`src/rtl/test_seq_pkg.sv`:
```
// Shared types and defaults for the test sequencer: FSM state encoding and
// default sizing parameters.
package test_seq_pkg;

  localparam int N_TESTS_DEF   = 4;
  localparam int TIMEOUT_W_DEF = 16;

  typedef enum logic [1:0] {
    ST_IDLE   = 2'd0,
    ST_SELECT = 2'd1,
    ST_WAIT   = 2'd2,
    ST_FINISH = 2'd3
  } seq_state_e;

  function automatic logic is_busy(seq_state_e s);
    return (s == ST_SELECT) || (s == ST_WAIT);
  endfunction

endpackage

```
`src/rtl/test_sequencer_if.sv`:
```


interface tseq_timer_if #(
  parameter int TIMEOUT_W = test_seq_pkg::TIMEOUT_W_DEF
);
  logic                 clear;
  logic                 enable;
  logic [TIMEOUT_W-1:0] limit;
  logic                 expired;

  modport master (output clear, output enable, output limit, input expired);
  modport slave  (input clear, input enable, input limit, output expired);
endinterface

```
`src/rtl/test_sequencer_timer.sv`:
```
// Per-test cycle counter: cleared when a test starts, counts while waiting and
// flags expiry in the cycle where the start level reaches the limit.
module tseq_timer
  import test_seq_pkg::*;
#(
  parameter int TIMEOUT_W = TIMEOUT_W_DEF
) (
  input logic         clk,
  input logic         reset,
  tseq_timer_if.slave tmr
);

  logic [TIMEOUT_W-1:0] count_q;
  logic [TIMEOUT_W-1:0] count_d;

  // Saturates so an unlimited (limit 0) wait can never wrap back to a match.
  always_comb begin
    count_d = count_q;
    if (tmr.clear) begin
      count_d = '0;
    end else if (tmr.enable && (count_q != '1)) begin
      count_d = count_q + TIMEOUT_W'(1);
    end
  end

  always_ff @(posedge clk) begin
    if (reset) begin
      count_q <= '0;
    end else begin
      count_q <= count_d;
    end
  end

  // The counter holds k-1 during the k-th start cycle, so limit-1 means
  // the start level has been high for exactly 'limit' cycles.
  assign tmr.expired = (tmr.limit != '0) && (count_q == (tmr.limit - TIMEOUT_W'(1)));

endmodule

```
`src/flat_wrapper.sv`:
```
// flat-port wrapper written by rule: the top's interface ports become plain ports
module tseq_timer_flat import test_seq_pkg::*;
#(
  parameter int TIMEOUT_W = TIMEOUT_W_DEF
)
  (clk, reset, tmr_clear, tmr_enable, tmr_limit, tmr_expired);
  tseq_timer_if #(.TIMEOUT_W(TIMEOUT_W)) tmr_i ();
  input logic clk;
  input logic reset;
  input wire logic [$bits(tmr_i.clear)-1:0] tmr_clear;
  input wire logic [$bits(tmr_i.enable)-1:0] tmr_enable;
  input wire logic [$bits(tmr_i.limit)-1:0] tmr_limit;
  output wire logic [$bits(tmr_i.expired)-1:0] tmr_expired;
  assign tmr_i.clear = tmr_clear;
  assign tmr_i.enable = tmr_enable;
  assign tmr_i.limit = tmr_limit;
  assign tmr_expired = tmr_i.expired;
  tseq_timer #(.TIMEOUT_W(TIMEOUT_W)) u_core (.clk(clk), .reset(reset), .tmr(tmr_i));
endmodule
```
`config.mk`:
```
export PLATFORM = sky130hd
export DESIGN_NAME = tseq_timer_flat
export DESIGN_NICKNAME = d
export VERILOG_FILES = /design/src/rtl/test_seq_pkg.sv /design/src/rtl/test_sequencer_if.sv /design/src/rtl/test_sequencer_timer.sv /design/src/flat_wrapper.sv
export SDC_FILE = /design/constraint.sdc
export NUM_CORES = 1
export LEC_CHECK = 0
export CORE_MARGIN = 4
export CORE_UTILIZATION = 57
export DETAILED_ROUTE_END_ITERATION = 16
export PLACE_DENSITY = 0.95
export REMOVE_ABC_BUFFERS = 1
export SKIP_CTS_REPAIR_TIMING = 1
export SLEW_MARGIN = 30
export SYNTH_ARGS = -nofsm -noshare
export SYNTH_HDL_FRONTEND = slang
export SYNTH_SLANG_ARGS = --single-unit
```
`constraint.sdc`:
```
create_clock -name clk -period 6.5 [get_ports clk]
set_clock_uncertainty 0.1 [all_clocks]
set_input_delay 1.3 -clock clk [delete_from_list [all_inputs] [get_ports clk]]
set_output_delay 1.3 -clock clk [all_outputs]
set_load 0.005 [all_outputs]
```
==> qor.txt <==
Result of the run: completed
Peak VDD IR: 0.142 mV
Antenna Cells: 0
Multi-input gate area in the final layout: 923 sq um
Drt initial violations: 31
Port buffer count: 20
Required time of the critical path: 5100 ps
Most area-consuming cells after synthesis: sky130_fd_sc_hd__dfxtp_1, sky130_fd_sc_hd__xnor2_1, sky130_fd_sc_hd__xor2_1, sky130_fd_sc_hd__nor2_1, sky130_fd_sc_hd__and3_1
Initial Util: 62.4%
Count of clock tree sinks: 16
Final instance count without filler cells: 209
Slowest cell on the critical path: sky130_fd_sc_hd__or4_1
PnR worst setup slack: 753 ps
Std-Cell Core Area: 2040 sq um
Total power per unit cell area: 133 nW/um^2
Worst slack at placement: 750 ps
Pins over their slew limit: 0
Most used cell along the critical path: sky130_fd_sc_hd__clkdlybuf4s50_1
CTS H-tree lvls: 1
Aggregate routed wire length: 2920 um
Root Buffer: sky130_fd_sc_hd__clkbuf_4
Number of placed instances, taps included: 205
Shortest clock period the worst path allows after layout: 5750 ps
Max-slew headroom: 71.0%
Launch instance of the worst register-to-register path: u_core.count_q[8]$_SDFFE_PP0P_
Post-placement cell area: 1490 sq um
Crit-path leading delay family: simple AND/OR/NAND/NOR gates
Synth Flop Type: sky130_fd_sc_hd__dfxtp_1
HPWL after detailed placement: 2340 um
Syn-to-layout area delta: 19.7%
Worst path arrival time: 4350 ps
Net total in the final layout: 206
Most used standard cells in the synthesized netlist: sky130_fd_sc_hd__nor2_1, sky130_fd_sc_hd__dfxtp_1, sky130_fd_sc_hd__xnor2_1, sky130_fd_sc_hd__xor2_1, sky130_fd_sc_hd__nand3_1
Routability congestion estimate: 0.870
TritonCTS clock tree: done
Via density: 5.97
Worst-case register-to-register setup slack: 4660 ps
Die Wd: 55.3 um
Final Hold Fails: 0
Largest net degree at the start of global routing: 17
Clk_lat worst skew: 290 ps
Hold Slack: 475 ps
F_max: 174 MHz
Gr ovfl total: 0
Slew at the pin closest to its max-slew limit: 431 ps
Number of detailed-routing iterations run before antenna repair: 4
Number of synthesis warnings: 0
Hold depth: 2
Cell chain of the critical path: clkdlybuf4s50_1 -> inv_1 -> ha_1 -> or4b_4 -> nor3_2 -> a21boi_0 -> or4_1 -> a2111oi_2 -> clkdlybuf4s50_1
Netlist Area Pre-Place: 1270 sq um
Fin area: 1530 sq um
Highest fanout seen on the critical path: 5
Sum of negative setup slack: 0 ps
Remaining antenna violation count: 0
Top-area cell type share of the netlist area: 25.1%
Top cell type by total area after synthesis: sky130_fd_sc_hd__dfxtp_1
Classification of the worst setup path: in2out
Number of global-route vias before repair: 1,228
Post-synth ARST share: 0%
Max-capacitance violation count: 0
Syn_area_per_cell: 7.81 sq um
Number of inserted filler cells in the final layout: 155
Count of state elements after synthesis: 16
Ratio of final minimum period to clock period: 88.4%
Per-cell routed wire length: 14.0 um
Number of flip-flops under the largest register name: 16
Static leakage: 0.535 nW
Buffers from clock root to sink, at most: 2
DRC errors left: 0
Sequential area share after synthesis: 25.1%
Worst min-delay path endpoint: u_core.count_q[13]$_SDFFE_PP0P_
Boundary pin count: 21
Setup repair after global routing missed its margin: no
Number of cell instances on the worst register-to-register path: 6
Total routing usage reported by global routing: 20.2%
Die area: 3050 sq um
Reg with most FFs: u_core.count_q
Most instantiated library cell after synthesis: sky130_fd_sc_hd__nor2_1
Total number of placement rows: 16
Number of instances in the synthesized netlist: 163
Layout cells sized above 1: 4.95%
Number of unique standard cell types used by synthesis: 35
HP Class: reg2reg
Number of enable flip-flop cells after synthesis: 0
Wire length of the first global-routing pass: 5090 um
Register area: 320 sq um
End of the worst register-to-register path: u_core.count_q[1]$_SDFFE_PP0P_
TritonCTS buffer count: 3
Total number of vias: 1,247
Biggest regs: u_core.count_q: 16 flops
HP Start: u_core.count_q[13]$_SDFFE_PP0P_
Antenna violations before repair: 0
Height of the die: 55.3 um
Buffer and inverter count on the worst path: 3
Final Setup Violations: 0
Clock-pin slew on the worst setup and hold paths: 90 ps
Startpoint type of the worst setup path: input port
CP Capture Type: output port
CP peak stage delay: 550 ps
==> where the power goes <==
part	total (W)	internal, W	switching [W]
logic	0.0000379	0.0000202	0.0000177
clock network	0.0000661	0.0000342	0.0000319
registers	0.0000990	0.0000984	0.000000663
==> layout make-up <==
class                      instances  area share, %
sequential                        16           21.0
clock buffer                       4           2.38
inverter                           3          0.738
tap                               27           2.21
multi-input combinational        139           60.5
timing repair buffer              20           13.1
==> kinds of logic (layout without fill, tap and decap cells) <==
logic type                 Yosys count  count (layout)  share of synthesized area (%)
adders and majority gates            3               3                           2.95
buffers and inverters                8              27                           2.36
xor gates and xnor gates            32              32                           22.0
and+or+nand+nor                     89              89                           38.2
AOI/OAI and AO/OA                   12              12                           6.97
muxes                                3               3                           2.36
DFF                                 16              16                           25.1
==> per-stage QoR <==
stage | util (%) | power, W
floorplan | - | 0.000119
global placement | 72.9 | 0.000137
detailed placement | 72.9 | 0.000139
CTS | 74.7 | 0.000202
global route | 74.7 | 0.000212
finish | 74.7 | 0.000203
==> cell usage in the layout, fill, tap and decap left out, types with 2 or more instances in the layout <==
master | synthesis | final
sky130_fd_sc_hd__inv_1 | 3 | 3
sky130_fd_sc_hd__nor3_1 | 5 | 5
sky130_fd_sc_hd__o2111ai_1 | 2 | 2
sky130_fd_sc_hd__nand3b_1 | 3 | 3
sky130_fd_sc_hd__and4_1 | 2 | 2
sky130_fd_sc_hd__nand2b_1 | 4 | 4
sky130_fd_sc_hd__dfxtp_1 | 16 | 16
sky130_fd_sc_hd__nand3_1 | 9 | 9
sky130_fd_sc_hd__nand4b_1 | 2 | 2
sky130_fd_sc_hd__nand2_1 | 7 | 7
sky130_fd_sc_hd__nor4_1 | 4 | 4
sky130_fd_sc_hd__mux2i_1 | 3 | 3
sky130_fd_sc_hd__xnor2_1 | 16 | 16
sky130_fd_sc_hd__and3_1 | 8 | 8
sky130_fd_sc_hd__a21oi_1 | 3 | 3
sky130_fd_sc_hd__xor2_1 | 16 | 16
sky130_fd_sc_hd__or4_1 | 3 | 3
sky130_fd_sc_hd__or3_1 | 2 | 2
sky130_fd_sc_hd__ha_1 | 3 | 3
sky130_fd_sc_hd__nand4_1 | 6 | 6
sky130_fd_sc_hd__nor2_1 | 28 | 28
sky130_fd_sc_hd__a31oi_1 | 2 | 2
sky130_fd_sc_hd__clkdlybuf4s50_1 | 0 | 20
sky130_fd_sc_hd__clkbuf_4 | 0 | 3
==> layer usage <==
metal  GRT usage [%]  share of wire, %  wire, um
met5               0                 0         0
met4            11.5               3.8       110
met3            4.43               6.1       179
met2            34.3                49      1430
met1            23.3                41      1200
==> worst min-delay path, delay by kind of cell (launching register included) <==
family / cells / cell delay (ps)
XOR/XNOR: 1 / 160
flip-flops: 1 / 350
AND/OR/NAND/NOR: 1 / 40
==> worst max path at each step <==
stage | start | endpoint | slack, ps | cells after the start
after floorplan | tmr_limit[0] | tmr_expired | 1950 | 8
after global placement | tmr_limit[0] | tmr_expired | 870 | 10
after detailed placement | tmr_limit[0] | tmr_expired | 750 | 9
after CTS | tmr_limit[0] | tmr_expired | 750 | 9
after global routing | tmr_limit[0] | tmr_expired | 570 | 9
final | tmr_limit[0] | tmr_expired | 750 | 9
(Power assumes the default switching activity.)
